### config.mk
export PLATFORM = sky130hd
export DESIGN_NAME = shift_arbiter
export DESIGN_NICKNAME = d
export VERILOG_FILES = /design/src/rtl/shift_pkg.sv /design/src/rtl/shift_core.sv /design/src/rtl/shift_arbiter.sv
export SDC_FILE = /design/constraint.sdc
export NUM_CORES = 1
export LEC_CHECK = 0
export ABC_CLOCK_PERIOD_IN_PS = 3420
export BUFFER_PORTS_ARGS = -buffer_cell sky130_fd_sc_hd__buf_2
export CAP_MARGIN = 20
export CORE_MARGIN = 3
export CORE_UTILIZATION = 55
export CTS_CLUSTER_DIAMETER = 30
export DETAILED_ROUTE_END_ITERATION = 10
export PLACE_DENSITY = 0.82
export RECOVER_POWER = 50
export SLEW_MARGIN = 20
export SYNTH_ARGS = -nofsm -noshare
export SYNTH_HDL_FRONTEND = slang
export SYNTH_SLANG_ARGS = --single-unit
export TNS_END_PERCENT = 5
### constraint.sdc
create_clock -name clk -period 3.42 [get_ports clk]
set_input_delay 0.342 -clock clk [delete_from_list [all_inputs] [get_ports clk]]
set_output_delay 0.342 -clock clk [all_outputs]
set_load 0.01 [all_outputs]
### src/rtl/shift_pkg.sv
// ----------------------------------------------------------------------------
// shift_pkg
// Shared types and constants for the shift arbiter slice.
//   shift_op_t  : per-request operation encoding (SRL, SRA, SLL, ROTR)
//   arb_state_t : arbiter result-slot state (IDLE, ROT2, HOLD)
//   bit_rev     : helper that mirrors a datapath word, used to build SLL
//                 out of the right shifter
// ----------------------------------------------------------------------------
package shift_pkg;

    localparam int SHIFT_W = 32;
    localparam int SHAMT_W = 5;

    typedef enum logic [1:0] {
        SH_SRL  = 2'b00,
        SH_SRA  = 2'b01,
        SH_SLL  = 2'b10,
        SH_ROTR = 2'b11
    } shift_op_t;

    typedef enum logic [1:0] {
        IDLE = 2'b00,
        ROT2 = 2'b01,
        HOLD = 2'b10
    } arb_state_t;

    // Mirror a word end-for-end: bit i moves to bit SHIFT_W-1-i.
    function automatic logic [SHIFT_W-1:0] bit_rev(input logic [SHIFT_W-1:0] v);
        logic [SHIFT_W-1:0] r;
        r = {SHIFT_W{1'b0}};
        for (int i = 0; i < SHIFT_W; i++) begin
            r[i] = v[SHIFT_W-1-i];
        end
        return r;
    endfunction

endpackage

### src/rtl/shift_core.sv
// ----------------------------------------------------------------------------
// shift_core
// Purely combinational 32-bit logarithmic right shifter with a selectable
// fill bit. Left shifts reuse the same stages by mirroring the operand on
// the way in and the result on the way out.
// Ports:
//   a     in  SHIFT_W  operand
//   shamt in  SHAMT_W  shift amount
//   op    in  2        shift_op_t; SH_ROTR is shifted as SRL (a rotate is
//                      assembled by the arbiter from two passes)
//   y     out SHIFT_W  result
// ----------------------------------------------------------------------------
module shift_core
    import shift_pkg::*;
(
    input  logic [SHIFT_W-1:0] a,
    input  logic [SHAMT_W-1:0] shamt,
    input  shift_op_t          op,
    output logic [SHIFT_W-1:0] y
);

    logic                            rev_s;
    logic                            fill_s;
    logic [SHAMT_W:0][SHIFT_W-1:0]   stage_s;

    // Decode mirroring and fill bit from the operation.
    always_comb begin
        rev_s  = 1'b0;
        fill_s = 1'b0;
        case (op)
            SH_SRL:  begin rev_s = 1'b0; fill_s = 1'b0;          end
            SH_SRA:  begin rev_s = 1'b0; fill_s = a[SHIFT_W-1];  end
            SH_SLL:  begin rev_s = 1'b1; fill_s = 1'b0;          end
            SH_ROTR: begin rev_s = 1'b0; fill_s = 1'b0;          end
            default: begin rev_s = 1'b0; fill_s = 1'b0;          end
        endcase
    end

    assign stage_s[0] = rev_s ? bit_rev(a) : a;

    // Stage k shifts right by 2**k when shamt[k] is set.
    for (genvar k = 0; k < SHAMT_W; k++) begin : g_stage
        localparam int D = 1 << k;
        assign stage_s[k+1] = shamt[k] ? {{D{fill_s}}, stage_s[k][SHIFT_W-1:D]}
                                       : stage_s[k];
    end

    assign y = rev_s ? bit_rev(stage_s[SHAMT_W]) : stage_s[SHAMT_W];

endmodule

### src/rtl/shift_arbiter.sv
// ----------------------------------------------------------------------------
// shift_arbiter
// Shares one shift_core between two requesters (0: ALU shift path, 1: second
// client). One result slot; the result is registered and tagged with the
// owning requester. A new request can be taken in the same cycle the held
// result retires, giving one result per cycle under continuous load.
//
// Optional feature (compile macro SHIFT_ARB_ROTATE_EN):
//   ROTR runs as two passes through the single shifter: SRL by s into a
//   partial register (state ROT2), then SLL of the latched operand by
//   (32-s) mod 32 OR'd with the partial. shamt=0 stays single pass.
//   Without the macro, ROTR is shifted as SRL in a single pass.
//
// Parameters:
//   PRIO_MODE  0 = round-robin, 1 = fixed priority (req 0 wins)
//   SHIFT_W    datapath width, must be 32
// Ports:
//   clk        in  1        clock, rising edge
//   reset_n    in  1        asynchronous active-low reset
//   req_valid  in  2        per-requester request valid
//   req_ready  out 2        per-requester accept, one-hot or zero
//   req_a      in  2x32     operand per requester
//   req_shamt  in  2x5      shift amount per requester
//   req_op     in  2x2      shift_op_t per requester
//   rsp_valid  out 1        result valid
//   rsp_ready  in  1        consumer accepts the result
//   rsp_id     out 1        requester owning the result
//   rsp_data   out 32       shifted result
// ----------------------------------------------------------------------------
module shift_arbiter #(
    parameter int PRIO_MODE = 0,
    parameter int SHIFT_W   = 32
) (
    input  logic                                   clk,
    input  logic                                   reset_n,
    input  logic [1:0]                             req_valid,
    output logic [1:0]                             req_ready,
    input  logic [1:0][SHIFT_W-1:0]                req_a,
    input  logic [1:0][shift_pkg::SHAMT_W-1:0]     req_shamt,
    input  logic [1:0][1:0]                        req_op,
    output logic                                   rsp_valid,
    input  logic                                   rsp_ready,
    output logic                                   rsp_id,
    output logic [SHIFT_W-1:0]                     rsp_data
);

    import shift_pkg::*;

    if (SHIFT_W != 32) begin : g_bad_width
        $error("shift_arbiter: SHIFT_W must be 32");
    end

    arb_state_t          state_r;
    arb_state_t          state_nxt_s;
    arb_state_t          accept_state_s;
    logic                last_grant_r;
    logic                rsp_valid_r;
    logic                rsp_id_r;
    logic [SHIFT_W-1:0]  rsp_data_r;

    logic                slot_free_s;
    logic                accept_s;
    logic                gnt_id_s;
    shift_op_t           gnt_op_s;

    logic [SHIFT_W-1:0]  core_a_s;
    logic [SHAMT_W-1:0]  core_shamt_s;
    shift_op_t           core_op_s;
    logic [SHIFT_W-1:0]  core_y_s;

    // Rotate sequencing hooks; constant when the rotate feature is absent.
    logic                rot_start_s;
    logic                rot_fin_s;
    logic                rot_fin_id_s;
    logic [SHIFT_W-1:0]  rot_fin_data_s;

    // Arbitration: pick the winner among valid requesters.
    always_comb begin
        gnt_id_s = 1'b0;
        if (req_valid == 2'b11) begin
            if (PRIO_MODE == 1) begin
                gnt_id_s = 1'b0;
            end else begin
                gnt_id_s = ~last_grant_r;
            end
        end else if (req_valid[1]) begin
            gnt_id_s = 1'b1;
        end else begin
            gnt_id_s = 1'b0;
        end
    end

    // The slot opens when empty or when the held result retires this cycle.
    assign slot_free_s = (state_r == IDLE) || ((state_r == HOLD) && rsp_ready);
    assign accept_s    = reset_n && slot_free_s && (req_valid != 2'b00);
    assign req_ready   = accept_s ? (gnt_id_s ? 2'b10 : 2'b01) : 2'b00;
    assign gnt_op_s    = shift_op_t'(req_op[gnt_id_s]);

`ifdef SHIFT_ARB_ROTATE_EN
    logic [SHIFT_W-1:0]  rot_a_r;
    logic [SHAMT_W-1:0]  rot_s_r;
    logic                rot_id_r;
    logic [SHIFT_W-1:0]  partial_r;

    assign rot_start_s    = accept_s && (gnt_op_s == SH_ROTR) &&
                            (req_shamt[gnt_id_s] != {SHAMT_W{1'b0}});
    assign rot_fin_s      = (state_r == ROT2);
    assign rot_fin_id_s   = rot_id_r;
    assign rot_fin_data_s = core_y_s | partial_r;
    assign accept_state_s = rot_start_s ? ROT2 : HOLD;

    // Shared-shifter input mux: second rotate pass, else the granted request.
    always_comb begin
        core_a_s     = req_a[gnt_id_s];
        core_shamt_s = req_shamt[gnt_id_s];
        core_op_s    = gnt_op_s;
        if (state_r == ROT2) begin
            core_a_s     = rot_a_r;
            // (32 - s) mod 32 falls out of 5-bit wraparound.
            core_shamt_s = {SHAMT_W{1'b0}} - rot_s_r;
            core_op_s    = SH_SLL;
        end else begin
            core_a_s     = req_a[gnt_id_s];
            core_shamt_s = req_shamt[gnt_id_s];
            core_op_s    = gnt_op_s;
        end
    end

    // Latch operand, amount, owner and first-pass SRL result of a rotate.
    always_ff @(posedge clk or negedge reset_n) begin
        if (!reset_n) begin
            rot_a_r   <= {SHIFT_W{1'b0}};
            rot_s_r   <= {SHAMT_W{1'b0}};
            rot_id_r  <= 1'b0;
            partial_r <= {SHIFT_W{1'b0}};
        end else if (rot_start_s) begin
            rot_a_r   <= req_a[gnt_id_s];
            rot_s_r   <= req_shamt[gnt_id_s];
            rot_id_r  <= gnt_id_s;
            partial_r <= core_y_s;
        end
    end
`else
    assign rot_start_s    = 1'b0;
    assign rot_fin_s      = 1'b0;
    assign rot_fin_id_s   = 1'b0;
    assign rot_fin_data_s = {SHIFT_W{1'b0}};
    assign accept_state_s = HOLD;

    // Shared-shifter input mux: always the granted request.
    always_comb begin
        core_a_s     = req_a[gnt_id_s];
        core_shamt_s = req_shamt[gnt_id_s];
        core_op_s    = gnt_op_s;
    end
`endif

    shift_core u_core (
        .a     (core_a_s),
        .shamt (core_shamt_s),
        .op    (core_op_s),
        .y     (core_y_s)
    );

    // Next-state logic for the result slot.
    always_comb begin
        state_nxt_s = state_r;
        case (state_r)
            IDLE: begin
                if (accept_s) begin
                    state_nxt_s = accept_state_s;
                end else begin
                    state_nxt_s = IDLE;
                end
            end
`ifdef SHIFT_ARB_ROTATE_EN
            ROT2: begin
                state_nxt_s = HOLD;
            end
`endif
            HOLD: begin
                if (rsp_ready) begin
                    if (accept_s) begin
                        state_nxt_s = accept_state_s;
                    end else begin
                        state_nxt_s = IDLE;
                    end
                end else begin
                    state_nxt_s = HOLD;
                end
            end
            default: begin
                state_nxt_s = IDLE;
            end
        endcase
    end

    // State register.
    always_ff @(posedge clk or negedge reset_n) begin
        if (!reset_n) begin
            state_r <= IDLE;
        end else begin
            state_r <= state_nxt_s;
        end
    end

    // Result slot and round-robin pointer.
    always_ff @(posedge clk or negedge reset_n) begin
        if (!reset_n) begin
            rsp_valid_r  <= 1'b0;
            rsp_id_r     <= 1'b0;
            rsp_data_r   <= {SHIFT_W{1'b0}};
            last_grant_r <= 1'b1;
        end else begin
            if (accept_s) begin
                last_grant_r <= gnt_id_s;
            end
            if (rot_fin_s) begin
                rsp_valid_r <= 1'b1;
                rsp_id_r    <= rot_fin_id_s;
                rsp_data_r  <= rot_fin_data_s;
            end else if (accept_s && !rot_start_s) begin
                rsp_valid_r <= 1'b1;
                rsp_id_r    <= gnt_id_s;
                rsp_data_r  <= core_y_s;
            end else if (rsp_ready) begin
                // Retired with nothing new, or a rotate just started.
                rsp_valid_r <= 1'b0;
            end
        end
    end

    assign rsp_valid = rsp_valid_r;
    assign rsp_id    = rsp_id_r;
    assign rsp_data  = rsp_data_r;

endmodule
==> results of run 1 <==
synth_stat cells (all sizes together), types with 4 or more instances:
cell    number  area [um2]
a211oi       5       42.54
a21o         9       67.56
a21oi       48       244.0
a221o        5       50.05
a221oi       5       43.79
a22o         6       52.55
a22oi       15       112.6
a31oi        6       37.54
buf         29       196.4
clkbuf      18       67.56
dfrtp       35       875.8
inv          5       18.77
mux2         8       93.84
mux2i       84       848.3
nand2       63       249.0
nand2b      12       75.07
nand3        8       40.04
nand3b       4       30.03
nor2        76       290.3
nor2b        5       31.28
nor3        30       150.1
o211ai       6       45.04
o21ai       39       198.9
o221a        5       56.30
o221ai       7       61.31
o22ai       74       469.2
o31ai        4       30.03
area by class of cell:
cell class	count	area [um2]
Tap cell	105	131.4
Multi-Input combinational cell	557	3621
Sequential cell	36	902.1
Inverter	5	18.77
Timing Repair Buffer	151	883.3
Clock buffer	6	72.57
Clock inverter	2	35.03
Fill cell	766	2676
worst max-delay path, stage by stage (launching register included):
cell and delay (ns):
dfstp_2 0.56, a21bo_1 0.38, buf_12 0.21, nand2_4 0.17, o22ai_1 0.30, nor2_1 0.14, a22o_1 0.21, o21a_1 0.19
a2111oi_2 0.44, a22oi_1 0.21, a21oi_1 0.23
state kept, by name, indices dropped and copies added (netlist names):
name	count
state_r	1
last_grant_r	1
rsp_id	1
rsp_data	32
rsp_valid	1
per-stage QoR:
step                std cells  utilization
floorplan                 645            -
global placement          854       0.6698
detailed placement        854       0.6698
CTS                       862       0.6827
global route              862       0.6791
finish                    862       0.6791
cell families after synthesis:
| group | after synthesis | synth area share |
|---|---|---|
| simple gates | 207 | 0.1925 |
| flops | 36 | 0.1881 |
| compound gates | 257 | 0.3594 |
| buf+inv | 52 | 0.05894 |
| mux | 93 | 0.2011 |
report_power, final:
part | switching, mW | internal (mW)
logic | 0.815 | 0.500
clock network | 0.154 | 0.216
registers | 0.0650 | 0.532
total | 1.03 | 1.25
routing by layer:
layer | global-route usage | share of wire
met4 | 0.1429 | 0.047
met1 | 0.5026 | 0.39
met2 | 0.5728 | 0.44
met3 | 0.1220 | 0.12
met5 | 0 | 0
final timing paths:
| kind | end | slack [ns] | depth (start not counted) |
|---|---|---|---|
| min in group asynchronous | rsp_valid$_DFFE_PN0P_ | 0.71 | 2 |
| max in group asynchronous | rsp_data[30]$_DFFE_PN0P_ | 1.61 | 2 |
| worst max register to register | rsp_data[11]$_DFFE_PN0P_ | 0.27 | 10 |
| worst min register to register | rsp_id$_DFFE_PN0P_ | 0.48 | 1 |
| worst max-delay path | rsp_data[11]$_DFFE_PN0P_ | 0.27 | 10 |
| worst min-delay path | state_r[1]$_DFF_PN0_ | 0.33 | 4 |
==> results.toml, run 1 <==
[routing]
vias = 6143
ant_nets = 0
viasPerCell = 7.126
drt-initial-drc-count = 768
drtPass1Iterations = 8
drc_errors = 0
wl_um = 19210
routedWlPerCell_um = 22.28

[place]
port_buffers = 118
placed_area_um2 = 5587
post-place-ws_ns = 0.3195
gp_congestion = 1.054
dpl.hpwl_um = 15040

[pwr]
p_leak_nw = 2.544
peakVddDrop_mv = 0.3394
p_total_mw = 2.283
power_density_nw_per_um2 = 403.0

[min_path]
hp-class = "primary input to flop"
worstHoldStart = "rsp_ready"

[setup_path]
critPathMaxFanout = 22
startpoint_type = "flop"
critPathRequiredTime_ns = 3.63
arrival_ns = 3.35
r2r-start = "last_grant_r$_DFFE_PN1P_"
worstSetupStartpoint = "last_grant_r$_DFFE_PN1P_"
cp-end-kind = "flop"
critPathKind = "flop to flop"

[floorplanning]
die_w_um = 99.39
ios = 119
die_height_um = 99.39
dieArea_um2 = 9878
num_rows = 33
start_util = 0.5752
core_area_um2 = 8341

[cts]
h-tree-depth = 2
post-cts-setup-buffer-count = 0
root_buffer = "clkbuf_8"
path_clk_slew_ns = 0.07
cts_tree = "yes"
cts_resized = 0
clock_sinks = 36
clockBufferDepth = 2
hold_buffers = 0
worstSkewPairLatency_ns = 0.30
numCtsBuffers = 5

[layout]
drive_gt1_frac = 0.2246
antenna_cells = 0
syn_to_final_growth_pct = 18.08
fin_area_um2 = 5664
final_common_cell = "buf_2"
fin_nets = 839
layout_common_cells = "buf_2 (100), mux2i_1 (81), nor2_1 (74), o22ai_1 (73), nand2_1 (60)"

[timing]
layout_worst_path_cycle_share = 0.9200
slew_viol_final = 37
setup_viol = 0
finalHoldViolations = 0
worst_slack_ns = 0.2737
hold_slack_ns = 0.3303
finalClockSkew_ns = 0.004588
fmax_ghz = 0.3178
final.setup.tns_ns = 0
rsz0062_at_grt = "no"
period_needed_ns = 3.146
worstMarginPinSlew_ns = 1.908
slew_headroom = -0.2717

[outcome]
outcome = "finished with violations"
violations = "max-capacitance violations, max-slew violations"

[synthesis]
synth.avg_cell_area_um2 = 7.437
yosysSeqAreaShare = 0.1881
ys.warnings.count = 0
async_flop_share = 1.000
ys_ff_latch = 36
ys.flop_type = "dfrtp_1"
synth_enable_flop_cells = 0
syn-num-nets = 728
syn-instance-count = 645
ys_types = 67
synth_area_um2 = 4797

[global_route]
grt_pass1_wl_um = 30110
grt_antenna_before_repair = 0
grt.overflow.total = 0
grt_pass1_vias = 5795
grt_max_degree = 37
grt_use_total = 0.3781

[flow_run]
max_cap_viol_count = 1
Power figures use the tool's default switching activity.
==> run 2: changes to the inputs <==
PLACE_DENSITY = 0.9   (was 0.82)
==> run 2 against run 1 <==
The flow still finishes with violations (max-capacitance violations, max-slew violations). Clock power down 9.2%. Non-clock buffer count down 3. Sequential cell count unchanged. Via count up 0.67%. Clock-buffer cell count up 1. Sequential share of layout area up 0.20 points. Clock skew up 0.0035 ns. Register-to-register slack about the same. Combinational power about the same. Highest routed layer unchanged.
==> results.toml, run 2 (synthesis gave the netlist of run 1 again) <==
[floorplanning]
die_w_um = 99.39
start_util = 0.5752
dieArea_um2 = 9878
die_height_um = 99.39
core_area_um2 = 8341
num_rows = 33
ios = 119

[routing]
routedWlPerCell_um = 22.71
drtPass1Iterations = 6
drt-initial-drc-count = 956
viasPerCell = 7.207
wl_um = 19490
vias = 6184
ant_nets = 0
drc_errors = 0

[setup_path]
r2r.worst_path.cells = 10
regToRegEndpoint = "rsp_data[11]$_DFFE_PN0P_"
cp-end-kind = "flop"
startpoint_type = "flop"
reg2reg_slack_ns = 0.27
arrival_ns = 3.36
r2r-start = "last_grant_r$_DFFE_PN1P_"
critPathRequiredTime_ns = 3.64
critPathMaxFanout = 28
critPathKind = "flop to flop"

[global_route]
grtUsageMet1 = 0.5278
met3_usage = 0.07293
grt_pass1_vias = 5730
grt.overflow.total = 0
use_met2 = 0.5981
grt_pass1_wl_um = 30150
top_usage_layer = "met2"
grt_use_total = 0.3785
grt_max_degree = 37
grt_antenna_before_repair = 0

[place]
port_buffers = 118
dpl.hpwl_um = 14920
gp_congestion = 1.046
post-place-ws_ns = 0.2794

[cts]
cts_tree = "yes"
h-tree-depth = 2
clockBufferDepth = 2
numCtsBuffers = 5
worstSkewPairLatency_ns = 0.29
post-cts-setup-buffer-count = 0
cts_resized = 0
hold_buffers = 0
clock_sinks = 36
root_buffer = "clkbuf_8"
path_clk_slew_ns = 0.07

[timing]
slew_headroom = -0.3304
worstMarginPinSlew_ns = 1.996
setup_viol = 0
final.setup.tns_ns = 0
fmax_ghz = 0.3178
finalHoldViolations = 0
layout_worst_path_cycle_share = 0.9201
slew_viol_final = 37
finalClockSkew_ns = 0.008098
rsz0062_at_grt = "no"
worst_slack_ns = 0.2734
period_needed_ns = 3.147

[pwr]
power_density_nw_per_um2 = 398.8
p_leak_nw = 2.508
peakVddDrop_mv = 0.4141

[layout]
fin_nets = 836
largest_reg_flops = 32
final_common_cell = "buf_2"
layout_common_cells = "buf_2 (100), mux2i_1 (81), nor2_1 (74), o22ai_1 (73), nand2_1 (60)"
syn_to_final_growth_pct = 16.59
drive_gt1_frac = 0.2231
antenna_cells = 0
nFillCells = 768

[min_path]
hp-class = "primary input to flop"
worstHoldStart = "rsp_ready"
whs_path_depth = 4
worstHoldEndpoint = "state_r[1]$_DFF_PN0_"

[outcome]
outcome = "finished with violations"
violations = "max-capacitance violations, max-slew violations"

[flow_run]
max_cap_viol_count = 1
## run 2: area by class of cell
type | count | area (um2) | area share
flip-flops and latches | 36 | 902.1 | 0.1613
inverters | 5 | 18.77 | 0.003356
well taps | 105 | 131.4 | 0.02349
multi-input cells | 557 | 3621 | 0.6474
clock buffers | 7 | 96.34 | 0.01723
repair buffers | 148 | 823.3 | 0.1472
## run 2: metrics by stage
| step | util | hold slack, ns | std cells | instance area (um2) | power [mW] |
|---|---|---|---|---|---|
| after global routing | 0.6706 | 0.3814 | 858 | 5593 | 2.337 |
| final | 0.6706 | 0.3530 | 858 | 5593 | 2.231 |
| after CTS | 0.6742 | 0.1362 | 858 | 5623 | 2.195 |
| after detailed placement | 0.6626 | 0.4445 | 851 | 5527 | 1.861 |
| after floorplan | - | 0.04641 | 645 | 4797 | 1.407 |
| after global placement | 0.6626 | 0.4293 | 851 | 5527 | 1.840 |
## run 2: power by group
part / switching, mW / internal (mW)
clock network: 0.158 / 0.180
registers: 0.0659 / 0.532
logic: 0.809 / 0.486
total: 1.03 / 1.20
## run 2: layer usage
layer	part of all wire	wire [um]
met1	0.40	7845
met4	0.033	634
met2	0.44	8584
met3	0.12	2424
met5	0	0
## run 2: critical path: stages (launching register included)
cell       delay [ns]
dfstp_2          0.55
a21bo_2          0.33
buf_4            0.28
nand2_4          0.22
o22ai_1          0.30
nor2_1           0.12
a22o_1           0.26
o21a_1           0.21
a2111oi_2        0.44
a22oi_1          0.17
a21oi_1          0.17
## run 2: worst max path at each step
stage | start | to | slack [ns] | cells after the start
floorplan | last_grant_r$_DFFE_PN1P_ | rsp_data[15]$_DFFE_PN0P_ | 0.90 | 12
global placement | last_grant_r$_DFFE_PN1P_ | rsp_data[11]$_DFFE_PN0P_ | 0.33 | 10
detailed placement | last_grant_r$_DFFE_PN1P_ | rsp_data[11]$_DFFE_PN0P_ | 0.28 | 10
CTS | last_grant_r$_DFFE_PN1P_ | rsp_data[11]$_DFFE_PN0P_ | 0.25 | 10
global route | last_grant_r$_DFFE_PN1P_ | rsp_data[23]$_DFFE_PN0P_ | 0.13 | 10
finish | last_grant_r$_DFFE_PN1P_ | rsp_data[11]$_DFFE_PN0P_ | 0.27 | 10
==> run 3: changes to the inputs <==
==> constraint.sdc (replaced) <==
create_clock -name clk -period 3.42 [get_ports clk]
set_input_delay 0.684 -clock clk [delete_from_list [all_inputs] [get_ports clk]]
set_output_delay 0.684 -clock clk [all_outputs]
set_load 0.01 [all_outputs]
==> run 3 against run 2 <==
The run still ends with max-capacitance violations, max-slew violations left. Highest routed layer unchanged. Design area rose by 3.8%. Critical endpoint unchanged. Total power rose by 3.5%. Global-route usage fell by 0.39 points. Worst hold slack gained 0.13 ns. Die area unchanged.
==> results.toml, run 3 (synthesis gave the netlist of run 1 again) <==
[layout]
layout_common_cells = "buf_2 (100), mux2i_1 (81), nor2_1 (74), o22ai_1 (73), nand2_1 (60)"
instances_no_fill = 876
syn_to_final_growth_pct = 21.05
antenna_cells = 0
largest_reg_flops = 32
fin_nets = 853
drive_gt1_frac = 0.2387
final_common_cell = "buf_2"

[setup_path]
worst-path-buf-inv = 1
critPathMaxFanout = 24
reg2reg_slack_ns = 0.22
cpMostUsedCell = "nor2_1"
cpMaxStageDelayCell = "dfstp_2"
path_cells = "a21bo_1, nand2_4, buf_4, o22ai_1, nor2_1, o221ai_1, nor2_1, a2111oi_2, a22oi_1, a21oi_1"
startpoint_type = "flop"
arrival_ns = 3.42
critical-path-top-delay-family = "compound AO/OA/AOI/OAI gates"
critPathKind = "flop to flop"
max_stage_delay_ns = 0.56
critPathRequiredTime_ns = 3.64
cp-end-kind = "flop"

[pwr]
clkPwrFrac = 0.163
seqPwrFrac = 0.258
internal-power_mw = 1.273
p_comb_frac = 0.580
power_density_nw_per_um2 = 397.5
p_total_mw = 2.308
switchingPower_mw = 1.036
peakVddDrop_mv = 0.2661
p_leak_nw = 2.623
p_sw_frac = 0.4486

[cts]
cts_resized = 0
path_clk_slew_ns = 0.07
cts_tree = "yes"
clock_sinks = 36
root_buffer = "clkbuf_8"
numCtsBuffers = 5
post-cts-setup-buffer-count = 0
hold_buffers = 0
clockBufferDepth = 2
h-tree-depth = 2
worstSkewPairLatency_ns = 0.29

[routing]
ant_nets = 0
vias = 6211
drc_errors = 0
wl_um = 19190
routedWlPerCell_um = 21.90
viasPerCell = 7.090
drt-initial-drc-count = 844
drtPass1Iterations = 6

[global_route]
grt_pass1_vias = 5779
grt_max_degree = 37
grt.overflow.total = 0
grt_antenna_before_repair = 0
grt_pass1_wl_um = 30100
grt_use_total = 0.3746

[floorplanning]
dieArea_um2 = 9878
core_area_um2 = 8341
die_w_um = 99.39
start_util = 0.5752
die_height_um = 99.39
num_rows = 33
ios = 119

[place]
dp_cells = 868
dpl.hpwl_um = 15100
port_buffers = 118
gp_congestion = 1.078

[timing]
fmax_ghz = 0.3126
setup_viol = 0
final.setup.tns_ns = 0
finalHoldViolations = 0
period_needed_ns = 3.199
rsz0062_at_grt = "no"
slew_viol_final = 37
slew_headroom = -0.2597
worstMarginPinSlew_ns = 1.890
layout_worst_path_cycle_share = 0.9355
finalClockSkew_ns = 0.004228

[min_path]
hp-class = "flop to flop"

[outcome]
outcome = "finished with violations"
violations = "max-capacitance violations, max-slew violations"

[flow_run]
max_cap_viol_count = 1
## run 3: cell count changes in the layout (fill, tap and decap cells not counted)
cell,delta
bufinv_16,+1
a21bo_2,-1
a21bo_1,+1
buf_12,+6
clkbuf_1,+1
clkinv_2,+1
clkbuf_8,-2
buf_4,+11
## run 3: tightest hold or removal path, cell delays in order, from the launching register on
cell	delay [ns]
dfrtp_1	0.34
nand2_1	0.05
o21ai_0	0.06
## run 3: per-stage QoR
stage	hold slack [ns]	worst slack (ns)	instance area (um2)	util
global route	0.5086	0.1392	5807	0.6962
detailed placement	0.4652	0.08913	5729	0.6869
finish	0.4795	0.2208	5807	0.6962
floorplan	0.3884	0.6455	4797	-
CTS	0.4761	0.3690	5837	0.6998
global placement	0.4475	0.1318	5729	0.6869
## run 3: power groups by stage
stage	Combinational [mW]	Clock, mW	Sequential, mW
finish	1.34	0.376	0.595
global route	1.43	0.395	0.607
CTS	1.31	0.378	0.592
detailed placement	1.30	0	0.600
global placement	1.29	0	0.592
floorplan	0.764	0	0.643
## run 3: layout make-up
| type | instances | area [um2] |
|---|---|---|
| Timing Repair Buffer | 165 | 1026 |
| Clock inverter | 2 | 35.03 |
| Clock buffer | 6 | 72.57 |
| Inverter | 5 | 18.77 |
| Tap cell | 105 | 131.4 |
| Fill cell | 747 | 2534 |
| Multi-Input combinational cell | 557 | 3621 |
| Sequential cell | 36 | 902.1 |
## run 3: path summary, 6_finish.rpt
path | start | endpoint | cells past startpoint
worst max-delay path | last_grant_r$_DFFE_PN1P_ | rsp_data[11]$_DFFE_PN0P_ | 10
worst min-delay path | rsp_data[8]$_DFFE_PN0P_ | rsp_data[8]$_DFFE_PN0P_ | 2
worst max register to register | last_grant_r$_DFFE_PN1P_ | rsp_data[11]$_DFFE_PN0P_ | 10
worst min register to register | rsp_data[8]$_DFFE_PN0P_ | rsp_data[8]$_DFFE_PN0P_ | 2
max in group asynchronous | reset_n | rsp_data[10]$_DFFE_PN0P_ | 2
min in group asynchronous | reset_n | state_r[1]$_DFF_PN0_ | 2
## run 3: layer usage
metal | vias to the layer above | wire, um | track usage
li1 | 2744 | - | -
met1 | 2890 | 7533 | 0.5120
met2 | 496 | 8495 | 0.5847
met3 | 81 | 2520 | 0.09958
met4 | 0 | 637 | 0.1050
met5 | - | 0 | 0
